**config.mk**
```make
export PLATFORM = sky130hd
export DESIGN_NAME = rc4_xor_stream_flat
export DESIGN_NICKNAME = d
export VERILOG_FILES = /design/src/rtl/rc4_pkg.sv /design/src/rtl/rc4_xor_stream_if.sv /design/src/rtl/rc4_ks_fifo.sv /design/src/rtl/rc4_xor_stream.sv /design/src/flat_wrapper.sv
export SDC_FILE = /design/constraint.sdc
export NUM_CORES = 1
export LEC_CHECK = 0
export BUFFER_PORTS_ARGS = -buffer_cell sky130_fd_sc_hd__buf_2
export CORE_MARGIN = 4
export CORE_UTILIZATION = 55
export DETAILED_ROUTE_END_ITERATION = 7
export HOLD_SLACK_MARGIN = 0.15
export PLACE_DENSITY = 0.78
export SYNTH_ARGS = -nofsm -noshare
export SYNTH_HDL_FRONTEND = slang
export SYNTH_SLANG_ARGS = --single-unit
```
**constraint.sdc**
```tcl
create_clock -name clk -period 3.31 [get_ports clk]
set_input_delay 0.331 -clock clk [delete_from_list [all_inputs] [get_ports clk]]
set_output_delay 0.331 -clock clk [all_outputs]
set_load 0.02 [all_outputs]
```
**src/rtl/rc4_pkg.sv**
```systemverilog
// Shared definitions for the RC4 keystream XOR stage: byte width,
// controller states and the keystream FIFO pointer-width helper.
package rc4_pkg;

    localparam int BYTE_W = 8;

    typedef enum logic [1:0] {
        ST_IDLE  = 2'd0,
        ST_RUN   = 2'd1,
        ST_DRAIN = 2'd2
    } state_e;

    // One extra pointer bit separates "full" from "empty" when the
    // address bits of the read and write pointers are equal.
    function automatic int ptr_width(input int depth);
        return $clog2(depth) + 1;
    endfunction

endpackage

```
**src/rtl/rc4_xor_stream_if.sv**
```systemverilog
// Handshake bundle between the XOR stage and its surroundings.
// master = whoever drives control, keystream, data and dout_ready;
// slave  = the rc4_xor_stream block itself.
interface rc4_xor_stream_if import rc4_pkg::*; #(
    parameter int LEN_W = 16
);
    logic              start;
    logic [LEN_W-1:0]  msg_len;
    logic              flush;
    logic              ks_valid;
    logic [BYTE_W-1:0] ks_data;
    logic              ks_ready;
    logic              din_valid;
    logic [BYTE_W-1:0] din;
    logic              din_ready;
    logic              dout_valid;
    logic [BYTE_W-1:0] dout;
    logic              dout_ready;
    logic              busy;
    logic              done;
    logic [LEN_W-1:0]  byte_cnt;

    modport master (
        output start, msg_len, flush, ks_valid, ks_data, din_valid, din, dout_ready,
        input  ks_ready, din_ready, dout_valid, dout, busy, done, byte_cnt
    );

    modport slave (
        input  start, msg_len, flush, ks_valid, ks_data, din_valid, din, dout_ready,
        output ks_ready, din_ready, dout_valid, dout, busy, done, byte_cnt
    );
endinterface

```
**src/rtl/rc4_ks_fifo.sv**
```systemverilog
// Small keystream FIFO. The head entry is visible combinationally so the
// consumer can XOR it in the same cycle it pops; a pushed byte becomes
// visible only from the following cycle (no bypass path).
module rc4_ks_fifo import rc4_pkg::*; #(
    parameter int DEPTH = 4,
    parameter int WIDTH = BYTE_W
) (
    input  logic             clk,
    input  logic             rst_n,
    input  logic             flush,
    input  logic             push,
    input  logic [WIDTH-1:0] push_data,
    input  logic             pop,
    output logic [WIDTH-1:0] head,
    output logic             full,
    output logic             empty
);
    localparam int PTR_W  = ptr_width(DEPTH);
    localparam int ADDR_W = PTR_W - 1;

    logic [PTR_W-1:0] wr_ptr_reg;
    logic [PTR_W-1:0] rd_ptr_reg;
    logic [WIDTH-1:0] mem [DEPTH];
    logic             do_push;
    logic             do_pop;

    assign empty = (wr_ptr_reg == rd_ptr_reg);
    assign full  = (wr_ptr_reg[ADDR_W] != rd_ptr_reg[ADDR_W]) &&
                   (wr_ptr_reg[ADDR_W-1:0] == rd_ptr_reg[ADDR_W-1:0]);

    // full is derived from registered pointers, so a full FIFO refuses a
    // push even when it is popped in the same cycle. flush wins over both.
    assign do_push = push && !full && !flush;
    assign do_pop  = pop && !empty && !flush;
    assign head    = mem[rd_ptr_reg[ADDR_W-1:0]];

    // Pointer update; flush and reset both return to the empty state.
    always_ff @(posedge clk or negedge rst_n) begin
        if (!rst_n) begin
            wr_ptr_reg <= '0;
            rd_ptr_reg <= '0;
        end else if (flush) begin
            wr_ptr_reg <= '0;
            rd_ptr_reg <= '0;
        end else begin
            if (do_push) wr_ptr_reg <= wr_ptr_reg + PTR_W'(1);
            if (do_pop)  rd_ptr_reg <= rd_ptr_reg + PTR_W'(1);
        end
    end

    // Storage write; contents need no reset because the pointers gate reads.
    always_ff @(posedge clk) begin
        if (do_push) mem[wr_ptr_reg[ADDR_W-1:0]] <= push_data;
    end

endmodule

```
**src/rtl/rc4_xor_stream.sv**
```systemverilog
// XORs an incoming data byte stream with buffered RC4 keystream bytes,
// one keystream byte per data byte, and reports completion after a
// programmed message length. Leftover keystream survives across messages.
module rc4_xor_stream import rc4_pkg::*; #(
    parameter int FIFO_DEPTH = 4,
    parameter int LEN_W      = 16
) (
    input logic              clk,
    input logic              rst_n,
    rc4_xor_stream_if.slave  bus
);
    localparam logic [1:0] IDLE  = ST_IDLE;
    localparam logic [1:0] RUN   = ST_RUN;
    localparam logic [1:0] DRAIN = ST_DRAIN;

    logic [1:0]        state_reg;
    logic [LEN_W-1:0]  len_reg;
    logic [LEN_W-1:0]  byte_cnt_reg;
    logic [BYTE_W-1:0] dout_reg;
    logic              dout_valid_reg;
    logic              done_reg;

    logic              fifo_full;
    logic              fifo_empty;
    logic [BYTE_W-1:0] ks_head;
    logic              out_free;
    logic              can_fire;
    logic              fire;
    logic              last_byte;

    rc4_ks_fifo #(
        .DEPTH (FIFO_DEPTH),
        .WIDTH (BYTE_W)
    ) u_ks_fifo (
        .clk       (clk),
        .rst_n     (rst_n),
        .flush     (bus.flush),
        .push      (bus.ks_valid),
        .push_data (bus.ks_data),
        .pop       (fire),
        .head      (ks_head),
        .full      (fifo_full),
        .empty     (fifo_empty)
    );

    // The output register can take a new byte when empty or being drained now.
    assign out_free  = !dout_valid_reg || bus.dout_ready;
    assign can_fire  = (state_reg == RUN) && !fifo_empty && out_free && !bus.flush;
    assign fire      = can_fire && bus.din_valid;
    assign last_byte = (byte_cnt_reg == len_reg - LEN_W'(1));

    assign bus.ks_ready   = !fifo_full;
    assign bus.din_ready  = can_fire;
    assign bus.dout_valid = dout_valid_reg;
    assign bus.dout       = dout_reg;
    assign bus.busy       = (state_reg != IDLE);
    assign bus.done       = done_reg;
    assign bus.byte_cnt   = byte_cnt_reg;

    // Message controller, output register and byte counter.
    always_ff @(posedge clk or negedge rst_n) begin
        if (!rst_n) begin
            state_reg      <= IDLE;
            len_reg        <= '0;
            byte_cnt_reg   <= '0;
            dout_reg       <= '0;
            dout_valid_reg <= 1'b0;
            done_reg       <= 1'b0;
        end else if (bus.flush) begin
            state_reg      <= IDLE;
            dout_valid_reg <= 1'b0;
            done_reg       <= 1'b0;
        end else begin
            done_reg <= 1'b0;
            if (fire) begin
                dout_reg       <= bus.din ^ ks_head;
                dout_valid_reg <= 1'b1;
                byte_cnt_reg   <= byte_cnt_reg + LEN_W'(1);
            end else if (dout_valid_reg && bus.dout_ready) begin
                dout_valid_reg <= 1'b0;
            end
            case (state_reg)
                IDLE: begin
                    if (bus.start) begin
                        byte_cnt_reg <= '0;
                        if (bus.msg_len != '0) begin
                            len_reg   <= bus.msg_len;
                            state_reg <= RUN;
                        end else begin
                            done_reg <= 1'b1;
                        end
                    end
                end
                RUN: begin
                    if (fire && last_byte) state_reg <= DRAIN;
                end
                DRAIN: begin
                    if (dout_valid_reg && bus.dout_ready) begin
                        done_reg  <= 1'b1;
                        state_reg <= IDLE;
                    end
                end
                default: state_reg <= IDLE;
            endcase
        end
    end

endmodule

```
**src/flat_wrapper.sv**
```systemverilog
// flat-port wrapper written by rule: the top's interface ports become plain ports
module rc4_xor_stream_flat import rc4_pkg::*;
#(
    parameter int FIFO_DEPTH = 4,
    parameter int LEN_W      = 16
)
  (clk, rst_n, bus_start, bus_msg_len, bus_flush, bus_ks_valid, bus_ks_data, bus_din_valid, bus_din, bus_dout_ready, bus_ks_ready, bus_din_ready, bus_dout_valid, bus_dout, bus_busy, bus_done, bus_byte_cnt);
  rc4_xor_stream_if #(.LEN_W(LEN_W)) bus_i ();
  input logic clk;
  input logic rst_n;
  input wire logic [$bits(bus_i.start)-1:0] bus_start;
  input wire logic [$bits(bus_i.msg_len)-1:0] bus_msg_len;
  input wire logic [$bits(bus_i.flush)-1:0] bus_flush;
  input wire logic [$bits(bus_i.ks_valid)-1:0] bus_ks_valid;
  input wire logic [$bits(bus_i.ks_data)-1:0] bus_ks_data;
  input wire logic [$bits(bus_i.din_valid)-1:0] bus_din_valid;
  input wire logic [$bits(bus_i.din)-1:0] bus_din;
  input wire logic [$bits(bus_i.dout_ready)-1:0] bus_dout_ready;
  output wire logic [$bits(bus_i.ks_ready)-1:0] bus_ks_ready;
  output wire logic [$bits(bus_i.din_ready)-1:0] bus_din_ready;
  output wire logic [$bits(bus_i.dout_valid)-1:0] bus_dout_valid;
  output wire logic [$bits(bus_i.dout)-1:0] bus_dout;
  output wire logic [$bits(bus_i.busy)-1:0] bus_busy;
  output wire logic [$bits(bus_i.done)-1:0] bus_done;
  output wire logic [$bits(bus_i.byte_cnt)-1:0] bus_byte_cnt;
  assign bus_i.start = bus_start;
  assign bus_i.msg_len = bus_msg_len;
  assign bus_i.flush = bus_flush;
  assign bus_i.ks_valid = bus_ks_valid;
  assign bus_i.ks_data = bus_ks_data;
  assign bus_i.din_valid = bus_din_valid;
  assign bus_i.din = bus_din;
  assign bus_i.dout_ready = bus_dout_ready;
  assign bus_ks_ready = bus_i.ks_ready;
  assign bus_din_ready = bus_i.din_ready;
  assign bus_dout_valid = bus_i.dout_valid;
  assign bus_dout = bus_i.dout;
  assign bus_busy = bus_i.busy;
  assign bus_done = bus_i.done;
  assign bus_byte_cnt = bus_i.byte_cnt;
  rc4_xor_stream #(.FIFO_DEPTH(FIFO_DEPTH), .LEN_W(LEN_W)) u_core (.clk(clk), .rst_n(rst_n), .bus(bus_i));
endmodule
```
Word-level counts from Yosys, hierarchy flattened
Memory sizes are Yosys's and may differ from the RTL's. Cells that the tools add are included. Widths: inputs -> output; s select.

Bitwise logic cells: 2. $add $sub $neg: 4. Reductions and logical operators: 25. Eq/ne operators: 10. Muxes and demuxes: 23.

Operators with widths (count): $mux 16 (3); $add 16x1->16 const B (1); $eq 16x16->1 (1); $reduce_bool 16->1 (1); $sub 16x1->16 const B (1); $mux 3 (4); $logic_and 1x1->1 (11); $mux 2 (5); $mux 1 (9); $reduce_and 4->1 (2); $xor 8x8->8 (1); $add 3x1->3 const B (2); $ne 3x2->1 const B (2); $ne 3x3->1 const B (2); $pmux 2 s3 (1); $reduce_bool 2->1 (3); $logic_not 1->1 (4); $eq 3x3->1 (1); $reduce_bool 3->1 (1); $eq 2x1->1 const B (1); $eq 2x2->1 (1); $eq 2x2->1 const B (1); $logic_not 2->1 (1); $pmux 1 s2 (1); 4 further kinds (4).

Memories: 1. Word-level logic and storage cells: 73. Flip-flop bits (word level): 50. RAM bits: 32.

Memory list: u_core.u_ks_fifo.mem (words 4, width 8, read ports 1, clocked after memory_dff 0, write ports 1, line rc4_ks_fifo.sv:23) `logic [WIDTH-1:0] mem [DEPTH];`.

Depth between registers and ports, before layout
Word-level depth: 10. Mapped depth: 8. Gate-level depth less buffers: 8.

Hierarchy
A second synthesis with hierarchy kept.

Cells, all modules: 356. Area, all modules: 4207.8 µm².

By module, submodules not included: rc4_xor_stream (instances 1, area each 2501.1 µm², cells an instance 250, sequential area each 1101.1 µm²); rc4_ks_fifo (instances 1, area each 1706.6 µm², cells an instance 106, sequential area each 1111.1 µm²).

Least setup slack after synthesis
Ideal clock, no wire load.

Path kind: reg2reg. From: register u_core.state_reg[1]. To: register u_core.state_reg[0]. Stages on the path, launching flop included: 8. Slack: 1.136 ns. Required time: 3.177 ns. Arrival time: 2.041 ns. Cell sequence: dfrtp_1 > buf_2 > or3b_1 > a311oi_4 > and2_1 > nand4_1 > nor4_2 > o21ai_0.

Cells in the longest elaborated chain, start to end: 8. Elaborated cells between the ends (all ways): 15. Classes of those cells: 6 x eq/ne; 2 x mux; 7 x reduce/logical.

Ends and longest elaborated chain: from (decl) (line rc4_xor_stream.sv:16) `logic [1:0] state_reg;`; from (signal assigned) (line rc4_xor_stream.sv:63) `state_reg <= IDLE;`; from (signal assigned) (line rc4_xor_stream.sv:70) `state_reg <= IDLE;`; from (signal assigned) (line rc4_xor_stream.sv:88) `state_reg <= RUN;`; $eq 2x1->1 (line rc4_xor_stream.sv:48) `assign can_fire = (state_reg == RUN) && !fifo_empty && out_free && !bus.flush;`; $logic_and 1x1->1 (3 in a row) (line rc4_xor_stream.sv:48); net bus_din_ready (line flat_wrapper.sv:20) `output wire logic [$bits(bus_i.din_ready)-1:0] bus_din_ready;`; $logic_and 1x1->1 (line rc4_xor_stream.sv:49) `assign fire = can_fire && bus.din_valid;`; $logic_and 1x1->1 (line rc4_xor_stream.sv:95) `if (fire && last_byte) state_reg <= DRAIN;`; $ne 3x3->1 (no line); $reduce_and 4->1 (no line).

The timed path passes the listed nets, and every way through them passes these cells. A chain may end at the register's enable or synchronous reset.

Worst setup path in the final report
From: register u_core.state_reg[1]. To: register u_core.state_reg[0].

Cells in the longest elaborated chain, start to end: 8. Elaborated cells between the ends (all ways): 15. Classes of those cells: 6 x eq/ne; 2 x mux; 7 x reduce/logical.

Ends and longest elaborated chain (line): $eq 2x1->1 (rc4_xor_stream.sv:48, rc4_xor_stream.sv:82); $logic_and 1x1->1 (3 in a row) (rc4_xor_stream.sv:48); $logic_and 1x1->1 (rc4_xor_stream.sv:49); $logic_and 1x1->1 (rc4_xor_stream.sv:95); $ne 3x3->1 (no line); $reduce_and 4->1 (no line).

Several ways; a longest one is shown, not always the timed one.

==> results.cfg <==
[final_layout]
largest_register_ffs = 32
post-route-util = 0.654
n_antenna_cell = 0
fin_area_um2 = 4720
drive_above_1_share = 0.282
area_growth_pct = 16.7
num-nets-final = 456

[floorplanning]
rows = 31
core-area_um2 = 7210
die_h_um = 93.8
io_pins = 68
die_area_um2 = 8790
die_w_um = 93.8
initial_core_util = 0.561

[clock_network]
post_cts_resized = 0
cts_buffer_depth = 2
cts_tree = yes
numClockSinks = 82
clock_latency_ns = 0.36
htreeDepth = 3
cts_buffers = 9
clockRootBuffer = clkbuf_8
path_clk_slew_ns = 0.09

[routing]
routed_wl_um = 8340
drcViolationCount = 0
dr_wl_met2_um = 4340
met1Wirelength_um = 3470
wl_met3_um = 397
ant_nets = 0
topRoutingLayerUsed = met4
wl_per_cell_um = 16.2
num_vias = 2846
first_pass_iters = 4
vias_per_cell = 5.54
drtIter0Drc = 106

[timing]
rsz0062_at_grt = false
setup_tns_ns = 0
slew_violations = 0
slew_headroom = 0.484
setup_violations = 0
min_period_ns = 2.43
worst_pin_slew_ns = 0.774
worst_clock_skew_ns = 0.0100
hold_viol = 0
fmax_ghz = 0.411
whs_ns = 0.181
post-route-period-util = 0.734

[yosys]
async_flop_share = 0.610
ys_ff_latch = 82
yosys_most_used_dff = dfrtp_1
synth_area_leaders = dfrtp_1 (31%), edfxtp_1 (24%), xnor2_1 (6.1%)
synth_nets = 385
yosys.area.top_type = dfrtp_1
yosys_warnings = 0
synth_seq_area_share = 0.547
ys_types = 46
synth_edf_count = 32
synth.top_cell.area_share = 0.309
synth.avg_cell_area_um2 = 11.9
synth_cells = 339
post_synth_instance_area_um2 = 4050

[grt]
overflow = 0
grt_max_degree = 31
track_usage = 0.206
grt_pass1_wl_um = 13900
grt_pass1_vias = 2851
grt_antenna_before_repair = 0

[min_path]
hold_class = input pin to flop
holdPathEnd = u_core.u_ks_fifo.mem[1][5]
min-delay-start = bus_ks_data[5]
hold_depth = 1

[power]
power_mw = 2.57
p_int_mw = 1.81
p_switching_uw = 762
clkPwrFrac = 0.326
powerDensity_nw_per_um2 = 545
ir_worst_vdd_mv = 0.381
swShare = 0.296
leakage_nw = 1.95
p_seq_frac = 0.494
combPwrFrac = 0.181

[worst_setup_path]
r2r-start = u_core.state_reg[1]
crit_fanout = 12
startpoint = u_core.state_reg[1]
worstPathRequired_ns = 3.51
reg2reg_to = u_core.state_reg[0]
critPathArrivalTime_ns = 2.63
critPathKind = flop to flop
ff2ff_setup_slack_ns = 0.88
rr_worst_depth = 6
cp-start-kind = flop
crit_path_end_kind = flop

[place]
place_congestion = 0.876
portBuffers = 67
placed_area_um2 = 4480
hpwl_um = 6220

[status]
status = finished, final reports clean

[run]
max_cap_viol_count = 0
synthesized netlist by cell type (all sizes together) (8+ instances only):
| library cell | number |
|---|---|
| mux2 | 16 |
| nand2 | 24 |
| o21ai | 22 |
| nor4 | 11 |
| mux4 | 8 |
| xor2 | 13 |
| nand3 | 12 |
| xnor2 | 28 |
| nor2 | 25 |
| dfrtp | 50 |
| a21oi | 8 |
| edfxtp | 32 |
critical path: stages, from the launching register on:
cell      delay, ns
dfrtp_1        0.47
or3b_1         0.45
a311oi_4       0.39
and2_1         0.43
nand4_1        0.15
nor4_2         0.28
o21ai_0        0.11
cell type report:
class | count | area [µm²]
fillers | 579 | 2490
flip-flops and latches | 82 | 2210
multi-input cells | 239 | 1760
repair buffers | 72 | 375
clock buffers | 9 | 124
well taps | 99 | 124
clock inverters | 7 | 106
inverters | 6 | 22.5
layout by cell type, fill, tap and decap left out, types with 5 or more instances in the layout:
cell type  instances
o21ai_0           22
ha_1               7
or3_1              5
nand4_1            6
mux2_2            16
a21oi_1            8
nand2_1           24
nor2_1            25
nor3_1             7
nor4_1             9
nor2b_1            5
mux4_2             8
clkbuf_8           9
buf_2             67
inv_1              6
edfxtp_1          32
dfrtp_1           50
nand3_1           11
xnor2_1           28
nand2b_1           5
and2_1             5
xor2_1            13
routing by layer:
layer  vias to the layer above  global-route usage
li1                       1374                   -
met1                      1401               0.256
met2                        60               0.355
met3                        11              0.0409
met4                         0              0.0758
met5                         -                   0
metrics by stage:
step | setup WS [ns] | instances
after floorplan | 1.14 | 339
after global placement | 0.904 | 497
after detailed placement | 0.799 | 497
after CTS | 0.845 | 514
after global routing | 0.604 | 514
final | 0.880 | 514
repair_timing:
action,CTS,global route
setup buffers,0,0
hold buffers,1,0
endpoints found under the hold margin,29,0
kinds of logic (layout without fill, tap and decap cells):
family,Yosys count,count (layout),share of synthesized area
and+or+nand+nor,124,124,0.167
DFF,82,82,0.547
AOI/OAI and AO/OA,43,43,0.0677
xor gates and xnor gates,41,41,0.0888
muxes,24,24,0.0891
buffers and inverters,18,94,0.0189
adders and majority gates,7,7,0.0217
power by group through the flow:
stage	sequential (mW)	clock (mW)	combinational, mW
2_1_floorplan	1.33	0	0.261
3_3_place_gp	1.29	0	0.455
3_5_place_dp	1.29	0	0.468
4_1_cts	1.27	0.853	0.471
5_1_grt	1.29	0.894	0.520
6_report	1.27	0.838	0.465
worst max-delay path by stage:
stage | to | slack, ns | cells past startpoint
after floorplan | u_core.state_reg[0] | 1.14 | 7
after global placement | u_core.state_reg[0] | 0.90 | 7
after detailed placement | u_core.state_reg[0] | 0.80 | 7
after CTS | u_core.state_reg[0] | 0.85 | 6
after global routing | u_core.state_reg[0] | 0.60 | 8
final | u_core.state_reg[0] | 0.88 | 6
Power figures use the tool's default switching activity.
